<file path="src/rtl/pipe_pkg.sv">
// Shared pipeline definitions: stall FSM encoding, register index width, NOP word.
package pipe_pkg;

  localparam int REG_W = 5;

  // All-zero word decodes as sll r0,r0,0; loaded into IF/ID or ID/EX on a flush/bubble.
  localparam logic [31:0] NOP_INSN = 32'h0000_0000;

  typedef enum logic {
    ST_RUN  = 1'b0,
    ST_BUSY = 1'b1
  } pipe_state_e;

endpackage

</file>
<file path="src/rtl/pipe_stall_ctrl_if.sv">
// ID/EX hazard information in, pipeline-register control out, between the
// pipeline datapath (master) and the stall controller (slave).
interface pipe_stall_ctrl_if;
  import pipe_pkg::*;

  logic [REG_W-1:0] id_rs;
  logic [REG_W-1:0] id_rt;
  logic             id_use_rs;
  logic             id_use_rt;
  logic             id_mdu_op;
  logic             id_branch_taken;
  logic             ex_wreg;
  logic             ex_m2reg;
  logic [REG_W-1:0] ex_rn;

  // wpcir is a level hold, not a handshake: while it is 0 the PC and IF/ID keep
  // their contents; bubble/flush take effect at the same clock edge they are seen.
  logic             wpcir;
  logic             flush_if_id;
  logic             bubble_id_ex;
  logic             mdu_busy;

  modport master (
    output id_rs, id_rt, id_use_rs, id_use_rt, id_mdu_op, id_branch_taken,
    output ex_wreg, ex_m2reg, ex_rn,
    input  wpcir, flush_if_id, bubble_id_ex, mdu_busy
  );

  modport slave (
    input  id_rs, id_rt, id_use_rs, id_use_rt, id_mdu_op, id_branch_taken,
    input  ex_wreg, ex_m2reg, ex_rn,
    output wpcir, flush_if_id, bubble_id_ex, mdu_busy
  );

endinterface

</file>
<file path="src/rtl/pipe_stall_ctrl_hazard_detect.sv">
// Combinational load-use hazard check between the ID sources and the EX load
// destination; r0 never hazards. Shared with the forwarding unit.
module hazard_detect
  import pipe_pkg::*;
(
  input  logic [REG_W-1:0] id_rs,
  input  logic [REG_W-1:0] id_rt,
  input  logic             id_use_rs,
  input  logic             id_use_rt,
  input  logic             ex_wreg,
  input  logic             ex_m2reg,
  input  logic [REG_W-1:0] ex_rn,
  output logic             lu_hazard
);

  logic rs_hit;
  logic rt_hit;

  assign rs_hit    = id_use_rs && (ex_rn == id_rs);
  assign rt_hit    = id_use_rt && (ex_rn == id_rt);
  assign lu_hazard = ex_m2reg && ex_wreg && (ex_rn != '0) && (rs_hit || rt_hit);

endmodule

</file>
<file path="src/rtl/pipe_stall_ctrl.sv">
// Pipeline stall/flush controller: load-use stalls plus a RUN/BUSY FSM that holds
// ID for MDU_CYCLES-1 cycles per multiply/divide. Optional macro STALL_CNT_EN
// adds a saturating stall_cycles counter output.
module pipe_stall_ctrl
  import pipe_pkg::*;
#(
  parameter int MDU_CYCLES = 4,
  parameter int DELAY_SLOT = 1
) (
  input  logic        clock,
  input  logic        resetn,
  pipe_stall_ctrl_if.slave sif
`ifdef STALL_CNT_EN
  ,
  output logic [31:0] stall_cycles
`endif
);

  localparam int          CW       = $clog2(MDU_CYCLES);
  localparam logic [CW-1:0] CNT_INIT = CW'(MDU_CYCLES - 2);
  localparam bit          FLUSH_EN = (DELAY_SLOT == 0);

  pipe_state_e   state_q, state_d;
  logic [CW-1:0] cnt_q, cnt_d;
  logic          lu_hazard;
  logic          wpcir;
  logic          flush_if_id;
  logic          bubble_id_ex;

  hazard_detect u_hazard_detect (
    .id_rs     (sif.id_rs),
    .id_rt     (sif.id_rt),
    .id_use_rs (sif.id_use_rs),
    .id_use_rt (sif.id_use_rt),
    .ex_wreg   (sif.ex_wreg),
    .ex_m2reg  (sif.ex_m2reg),
    .ex_rn     (sif.ex_rn),
    .lu_hazard (lu_hazard)
  );

  always_ff @(posedge clock or negedge resetn) begin
    if (!resetn) begin
      state_q <= ST_RUN;
      cnt_q   <= '0;
    end else begin
      state_q <= state_d;
      cnt_q   <= cnt_d;
    end
  end

  always_comb begin
    state_d      = state_q;
    cnt_d        = cnt_q;
    wpcir        = 1'b1;
    flush_if_id  = 1'b0;
    bubble_id_ex = 1'b0;
    case (state_q)
      ST_RUN: begin
        // A load-use stall wins; MDU issue and branch flush retry next cycle.
        if (lu_hazard) begin
          wpcir        = 1'b0;
          bubble_id_ex = 1'b1;
        end else begin
          flush_if_id = sif.id_branch_taken && FLUSH_EN;
          if (sif.id_mdu_op) begin
            state_d = ST_BUSY;
            cnt_d   = CNT_INIT;
          end
        end
      end
      ST_BUSY: begin
        wpcir        = 1'b0;
        bubble_id_ex = 1'b1;
        if (cnt_q != '0) begin
          cnt_d = cnt_q - CW'(1);
        end else begin
          state_d = ST_RUN;
        end
      end
    endcase
  end

  assign sif.wpcir        = wpcir;
  assign sif.flush_if_id  = flush_if_id;
  assign sif.bubble_id_ex = bubble_id_ex;
  assign sif.mdu_busy     = (state_q == ST_BUSY);

`ifdef STALL_CNT_EN
  logic [31:0] stall_q, stall_d;

  always_comb begin
    stall_d = stall_q;
    if (!wpcir && (stall_q != 32'hFFFF_FFFF)) begin
      stall_d = stall_q + 32'd1;
    end
  end

  always_ff @(posedge clock or negedge resetn) begin
    if (!resetn) begin
      stall_q <= '0;
    end else begin
      stall_q <= stall_d;
    end
  end

  assign stall_cycles = stall_q;
`endif

endmodule

</file>
<file path="src/flat_wrapper.sv">
// flat-port wrapper written by rule: the top's interface ports become plain ports
module pipe_stall_ctrl_flat import pipe_pkg::*;
#(
  parameter int MDU_CYCLES = 4,
  parameter int DELAY_SLOT = 1
)
  (clock, resetn, sif_id_rs, sif_id_rt, sif_id_use_rs, sif_id_use_rt, sif_id_mdu_op, sif_id_branch_taken, sif_ex_wreg, sif_ex_m2reg, sif_ex_rn, sif_wpcir, sif_flush_if_id, sif_bubble_id_ex, sif_mdu_busy);
  pipe_stall_ctrl_if sif_i ();
  input  logic clock;
  input  logic resetn;
  input wire logic [$bits(sif_i.id_rs)-1:0] sif_id_rs;
  input wire logic [$bits(sif_i.id_rt)-1:0] sif_id_rt;
  input wire logic [$bits(sif_i.id_use_rs)-1:0] sif_id_use_rs;
  input wire logic [$bits(sif_i.id_use_rt)-1:0] sif_id_use_rt;
  input wire logic [$bits(sif_i.id_mdu_op)-1:0] sif_id_mdu_op;
  input wire logic [$bits(sif_i.id_branch_taken)-1:0] sif_id_branch_taken;
  input wire logic [$bits(sif_i.ex_wreg)-1:0] sif_ex_wreg;
  input wire logic [$bits(sif_i.ex_m2reg)-1:0] sif_ex_m2reg;
  input wire logic [$bits(sif_i.ex_rn)-1:0] sif_ex_rn;
  output wire logic [$bits(sif_i.wpcir)-1:0] sif_wpcir;
  output wire logic [$bits(sif_i.flush_if_id)-1:0] sif_flush_if_id;
  output wire logic [$bits(sif_i.bubble_id_ex)-1:0] sif_bubble_id_ex;
  output wire logic [$bits(sif_i.mdu_busy)-1:0] sif_mdu_busy;
  assign sif_i.id_rs = sif_id_rs;
  assign sif_i.id_rt = sif_id_rt;
  assign sif_i.id_use_rs = sif_id_use_rs;
  assign sif_i.id_use_rt = sif_id_use_rt;
  assign sif_i.id_mdu_op = sif_id_mdu_op;
  assign sif_i.id_branch_taken = sif_id_branch_taken;
  assign sif_i.ex_wreg = sif_ex_wreg;
  assign sif_i.ex_m2reg = sif_ex_m2reg;
  assign sif_i.ex_rn = sif_ex_rn;
  assign sif_wpcir = sif_i.wpcir;
  assign sif_flush_if_id = sif_i.flush_if_id;
  assign sif_bubble_id_ex = sif_i.bubble_id_ex;
  assign sif_mdu_busy = sif_i.mdu_busy;
  pipe_stall_ctrl #(.MDU_CYCLES(MDU_CYCLES), .DELAY_SLOT(DELAY_SLOT)) u_core (.clock(clock), .resetn(resetn), .sif(sif_i));
endmodule
</file>
<file path="config.mk">
export PLATFORM = sky130hd
export DESIGN_NAME = pipe_stall_ctrl_flat
export DESIGN_NICKNAME = d
export VERILOG_FILES = /design/src/rtl/pipe_pkg.sv /design/src/rtl/pipe_stall_ctrl_if.sv /design/src/rtl/pipe_stall_ctrl_hazard_detect.sv /design/src/rtl/pipe_stall_ctrl.sv /design/src/flat_wrapper.sv
export SDC_FILE = /design/constraint.sdc
export NUM_CORES = 1
export LEC_CHECK = 0
export ABC_AREA = 1
export CORE_AREA = 5 5 42 44
export DETAILED_ROUTE_END_ITERATION = 10
export DIE_AREA = 0 0 47 49
export DONT_BUFFER_PORTS = 1
export PLACE_DENSITY = 0.54
export RECOVER_POWER = 25
export SKIP_CTS_REPAIR_TIMING = 1
export SYNTH_ARGS = -nofsm -noshare
export SYNTH_HDL_FRONTEND = slang
export SYNTH_HIERARCHICAL = 1
export SYNTH_SLANG_ARGS = --single-unit
</file>
<file path="constraint.sdc">
create_clock -name clock -period 1.2 [get_ports clock]
set_input_delay 0.18 -clock clock [delete_from_list [all_inputs] [get_ports clock]]
set_output_delay 0.18 -clock clock [all_outputs]
set_load 0.02 [all_outputs]
</file>
-- Word level (Yosys, flattened, before mapping)
Index checks and enable logic that the tools add are counted.
- RAM bits: 0
- register bits after elaboration: 3
- output and inout port bits: 4
- memories: 0
- word-level logic and storage cells: 30
- memory bits (read-only): 0
- latch bits: 0
- bits of input ports: 23
- muxes and demuxes: 12
- reduce and logical (&&, ||, !) cells: 9
- order comparisons: 0
- div/mod/pow operators: 0
- multipliers: 0
- bitwise operators: 1
- $add $sub $neg: 1
- equal/unequal tests: 5
- shift operators: 0
- operator list (kind ; count):
    == test 5 bit ; 2
    2-to-1 mux 2 bit ; 3
    != test 2 bit, second input constant ; 3
    case mux 1 bit (2 select lines) ; 3
    logical AND 1 bit ; 5
    2-to-1 mux 1 bit ; 5
    nonzero test 5 bit ; 1
    case mux 2 bit (2 select lines) ; 1
    AND reduction 3 bit ; 1
    nonzero test 2 bit ; 1
    subtractor 2 x 1 -> 2 bit, second input constant ; 1
    logical OR 1 bit ; 1
    inverter 1 bit ; 1

-- Longest topological paths before layout
- depth in word-level cells: 6
- gate-level depth with buffers: 11
- mapped depth without buffers: 11

-- Cells and area by module
Netlist, hierarchy kept.
- by module, submodules not included (module ; area each (sq um) ; cells an instance ; instances):
    hazard_detect ; 220.2 ; 56 ; 1
    pipe_stall_ctrl ; 181.4 ; 25 ; 1

-- Least setup slack after synthesis
OpenSTA, ideal clock, no wires.
- kind: input to output
- start: input port sif_id_rs[0]
- end: output port sif_wpcir
- cell stages on the path: 9
- path buffers: 0
- required time: 1.020 ns
- data arrival time: 0.895 ns
- slack: 0.125 ns
- cell sequence: inv_1 > nand2_1 > nand2_1 > nor2_1 > nand3_1 > a21oi_1 > inv_1 > nand2_2 > inv_1
- word-level cells in the longest chain between the ends: 6
- RTL lines (element ; RTL line ; RTL):
    start, declared ; flat_wrapper.sv:11 ; input wire logic [$bits(sif_i.id_rs)-1:0] sif_id_rs;
    == test 5 bit ; pipe_stall_ctrl_hazard_detect.sv:19 ; assign rs_hit = id_use_rs && (ex_rn == id_rs);
    logical AND 1 bit ; pipe_stall_ctrl_hazard_detect.sv:19 ;
    logical OR 1 bit ; pipe_stall_ctrl_hazard_detect.sv:21 ; assign lu_hazard = ex_m2reg && ex_wreg && (ex_rn != '0) && (rs_hit || rt_hit);
    logical AND 1 bit ; pipe_stall_ctrl_hazard_detect.sv:21 ;
    named net u_core.lu_hazard ; pipe_stall_ctrl.sv:25 ; logic lu_hazard;
    2-to-1 mux 1 bit ; pipe_stall_ctrl.sv:60 ; if (lu_hazard) begin
    case mux 1 bit (2 select lines) ; pipe_stall_ctrl.sv:57 ; case (state_q)
    end, declared ; flat_wrapper.sv:20 ; output wire logic [$bits(sif_i.wpcir)-1:0] sif_wpcir;
The timed path passes the listed nets, and every way through them passes these cells.

-- Final worst setup path
- start: register u_core.state_q (netlist: u_core/sif.mdu_busy)
- end: output port sif_bubble_id_ex
- word-level cells in the longest chain between the ends: 2
- RTL lines (element ; RTL line ; RTL):
    start, declared ; pipe_stall_ctrl.sv:23 ; pipe_state_e state_q, state_d;
    start signal, assigned ; pipe_stall_ctrl.sv:46 ; state_q <= state_d;
    inverter 1 bit ; -- ;
    case mux 1 bit (2 select lines) * ; pipe_stall_ctrl.sv:57 ;
    end, declared ; flat_wrapper.sv:22 ; output wire logic [$bits(sif_i.bubble_id_ex)-1:0] sif_bubble_id_ex;
Every way passes the cells marked *; elsewhere a longest branch is shown, timed or not.

==> flow_summary.json <==
{
  "fin_crit_ns": 1.14,
  "synth_warnings": 6,
  "async_reset_ff_share_pct": 100,
  "grt_pass1_vias": 392,
  "area.growth.synth_to_final_pct": 17.8,
  "synth_common_cells": "nand2_1 (33), inv_1 (17), nand3_1 (9), nor2_1 (8)",
  "drv_cap": 0,
  "grtUsageTotal_pct": 8.88,
  "grt_first_pass_wirelength_um": 1490,
  "design_area_um2": 473,
  "rsz0062_at_grt": "yes",
  "io_buffers": 0,
  "clk_latency_ns": 0.23,
  "postSynthCellCount": 81,
  "routed_wl_um": 909,
  "grt_max_degree": 7,
  "synth_edf_count": 0,
  "cellPowerDensity_nw_per_um2": 1700,
  "vias": 438,
  "ios": 27,
  "crit_path_start_kind": "register",
  "fillCellCount": 172,
  "crit_required_ns": 1.02,
  "comb_power_share_pct": 54.4,
  "final.setup.worst_slack_ns": 0.0631,
  "wl_per_cell_um": 8.83,
  "switching_share_pct": 43.5,
  "setup_tns_ns": 0,
  "path_max_fanout": 6,
  "drtIter0Drc": 11,
  "coreArea_um2": 1400,
  "antenna_cells": 0,
  "seqCellArea_um2": 75.1,
  "yosys-top-cells-area": "nand2_1 (31%), dfrtp_1 (19%), inv_1 (16%)",
  "drv_slew": 0,
  "numCtsBuffers": 3,
  "synthFlopType": "dfrtp_1",
  "cts.sinks": 3,
  "drive_gt1_share_pct": 14.9,
  "drcViolationCount": 0,
  "clock_power_share_pct": 21.4,
  "nNetsFinal": 112,
  "postRouteAntennaNets": 0,
  "outcome": "completed",
  "p_int_mw": 0.455,
  "hp-class": "input pin to register",
  "fin_total_pwr_mw": 0.805,
  "fin_crit_sh_pct": 94.7,
  "die_h_um": 49,
  "htreeDepth": 1,
  "setup_viol": 0,
  "initial_core_util_pct": 28.7,
  "cts_tree": "yes",
  "cts-root-buf": "clkbuf_4",
  "placed_area_um2": 429,
  "irDropWorstVdd_v": 0.000688,
  "crit_path_end_kind": "primary output",
  "drt_pass1_iterations": 4,
  "dp_hpwl_um": 827,
  "grt_overflow_total": 0,
  "std_cell_rows": 14,
  "clkTransAtPathRegs_ns": 0.04,
  "worstPathArrival_ns": 0.96,
  "seqPwrFrac_pct": 24.2,
  "yosysMostFrequentCell": "nand2_1",
  "synth_area_per_cell_um2": 4.96,
  "ys_types": 13,
  "antenna_found_initial": 0,
  "switchingPower_mw": 0.351,
  "die_width_um": 47,
  "synth_seq_area_share_pct": 18.7,
  "multiInputGateArea_um2": 248,
  "worstSetupPathType": "register to primary output",
  "synth_top_cell_by_area": "nand2_1",
  "max_freq_mhz": 880,
  "synth_top_area_share_pct": 30.8,
  "synth.net_count": 105,
  "vias_per_cell": 4.25,
  "place.gp.congestion": 0.743,
  "die-area_um2": 2300,
  "clockBufferDepth": 2,
  "post-place-ws_ns": 0.0473,
  "synth.cell_area_um2": 402,
  "ys_ff_latch": 3,
  "hold_viol": 0,
  "clock-skew-final_ns": 0.00460,
  "p_leak_nw": 0.309
}
-- power by group through the flow --
stage	combinational [mW]	clock [mW]	sequential [mW]
CTS	0.425	0.183	0.196
global route	0.505	0.193	0.204
floorplan	0.301	0	0.212
detailed placement	0.424	0	0.197
finish	0.438	0.172	0.195
global placement	0.417	0	0.195
-- cell type report --
cell class                      instances  area share, %
Multi-Input combinational cell         57           52.4
Timing Repair Buffer                    3           6.08
Inverter                               20           15.9
Clock buffer                            4           5.56
Tap cell                               16           4.23
Sequential cell                         3           15.9
-- final timing paths --
| check | cells past startpoint | end | slack, ns | start |
|---|---|---|---|---|
| max reg2reg | 7 | u_core/cnt_q[1] | 0.18 | u_core/cnt_q[0] |
| min in group asynchronous | 1 | u_core/sif.mdu_busy | 0.20 | resetn |
| min reg2reg | 2 | u_core/cnt_q[0] | 0.50 | u_core/cnt_q[0] |
| max | 3 | sif_bubble_id_ex | 0.06 | u_core/sif.mdu_busy |
| min | 2 | u_core/sif.mdu_busy | 0.16 | sif_id_mdu_op |
| max in group asynchronous | 1 | u_core/cnt_q[1] | 0.85 | resetn |
-- worst max-delay path, cell delays in order, from the launching register on --
cell and delay [ns]:
dfrtp_1 0.41, inv_1 0.10, nand2_2 0.08, buf_6 0.13
-- sequential cells by signal, summed over array words and instances, names as in the netlist --
register / flops
u_core/cnt_q: 2
u_core/sif.mdu_busy: 1
-- kinds of logic after synthesis --
logic type,after synthesis,share of synthesized area (%)
compound gates,1,1.24
fa+ha+maj,1,3.11
buf+inv,21,20.6
flops,3,18.7
other cells,1,0.934
simple gates,54,55.5
-- routing by layer --
metal  global-route usage [%]  wire (um)  vias to the layer above
met5                        0          0                        -
met4                     5.53          0                        0
met3                     3.32        102                        0
met2                     12.4        406                       17
met1                     11.0        400                      177
li1                         -          -                      244
-- placed cells by master (no fill, tap or decap) --
master	instances
buf_4	1
clkbuf_1	1
a21oi_2	1
nand2_2	2
nand2_1	33
inv_1	15
nor3_1	1
dlygate4sd3_1	1
ha_1	1
clkbuf_4	3
nor2_1	8
buf_6	1
or2_1	1
inv_2	5
dfrtp_1	3
conb_1	1
nand3_1	9
-- through the flow --
step	util (%)	hold slack, ns	cells
after floorplan	-	-0.116	81
after global placement	30.6	-0.116	98
after detailed placement	30.6	-0.116	98
after CTS	32.5	-0.366	102
after global routing	33.8	0.182	103
final	33.8	0.156	103
No activity file was read; power rests on OpenSTA's default activity.
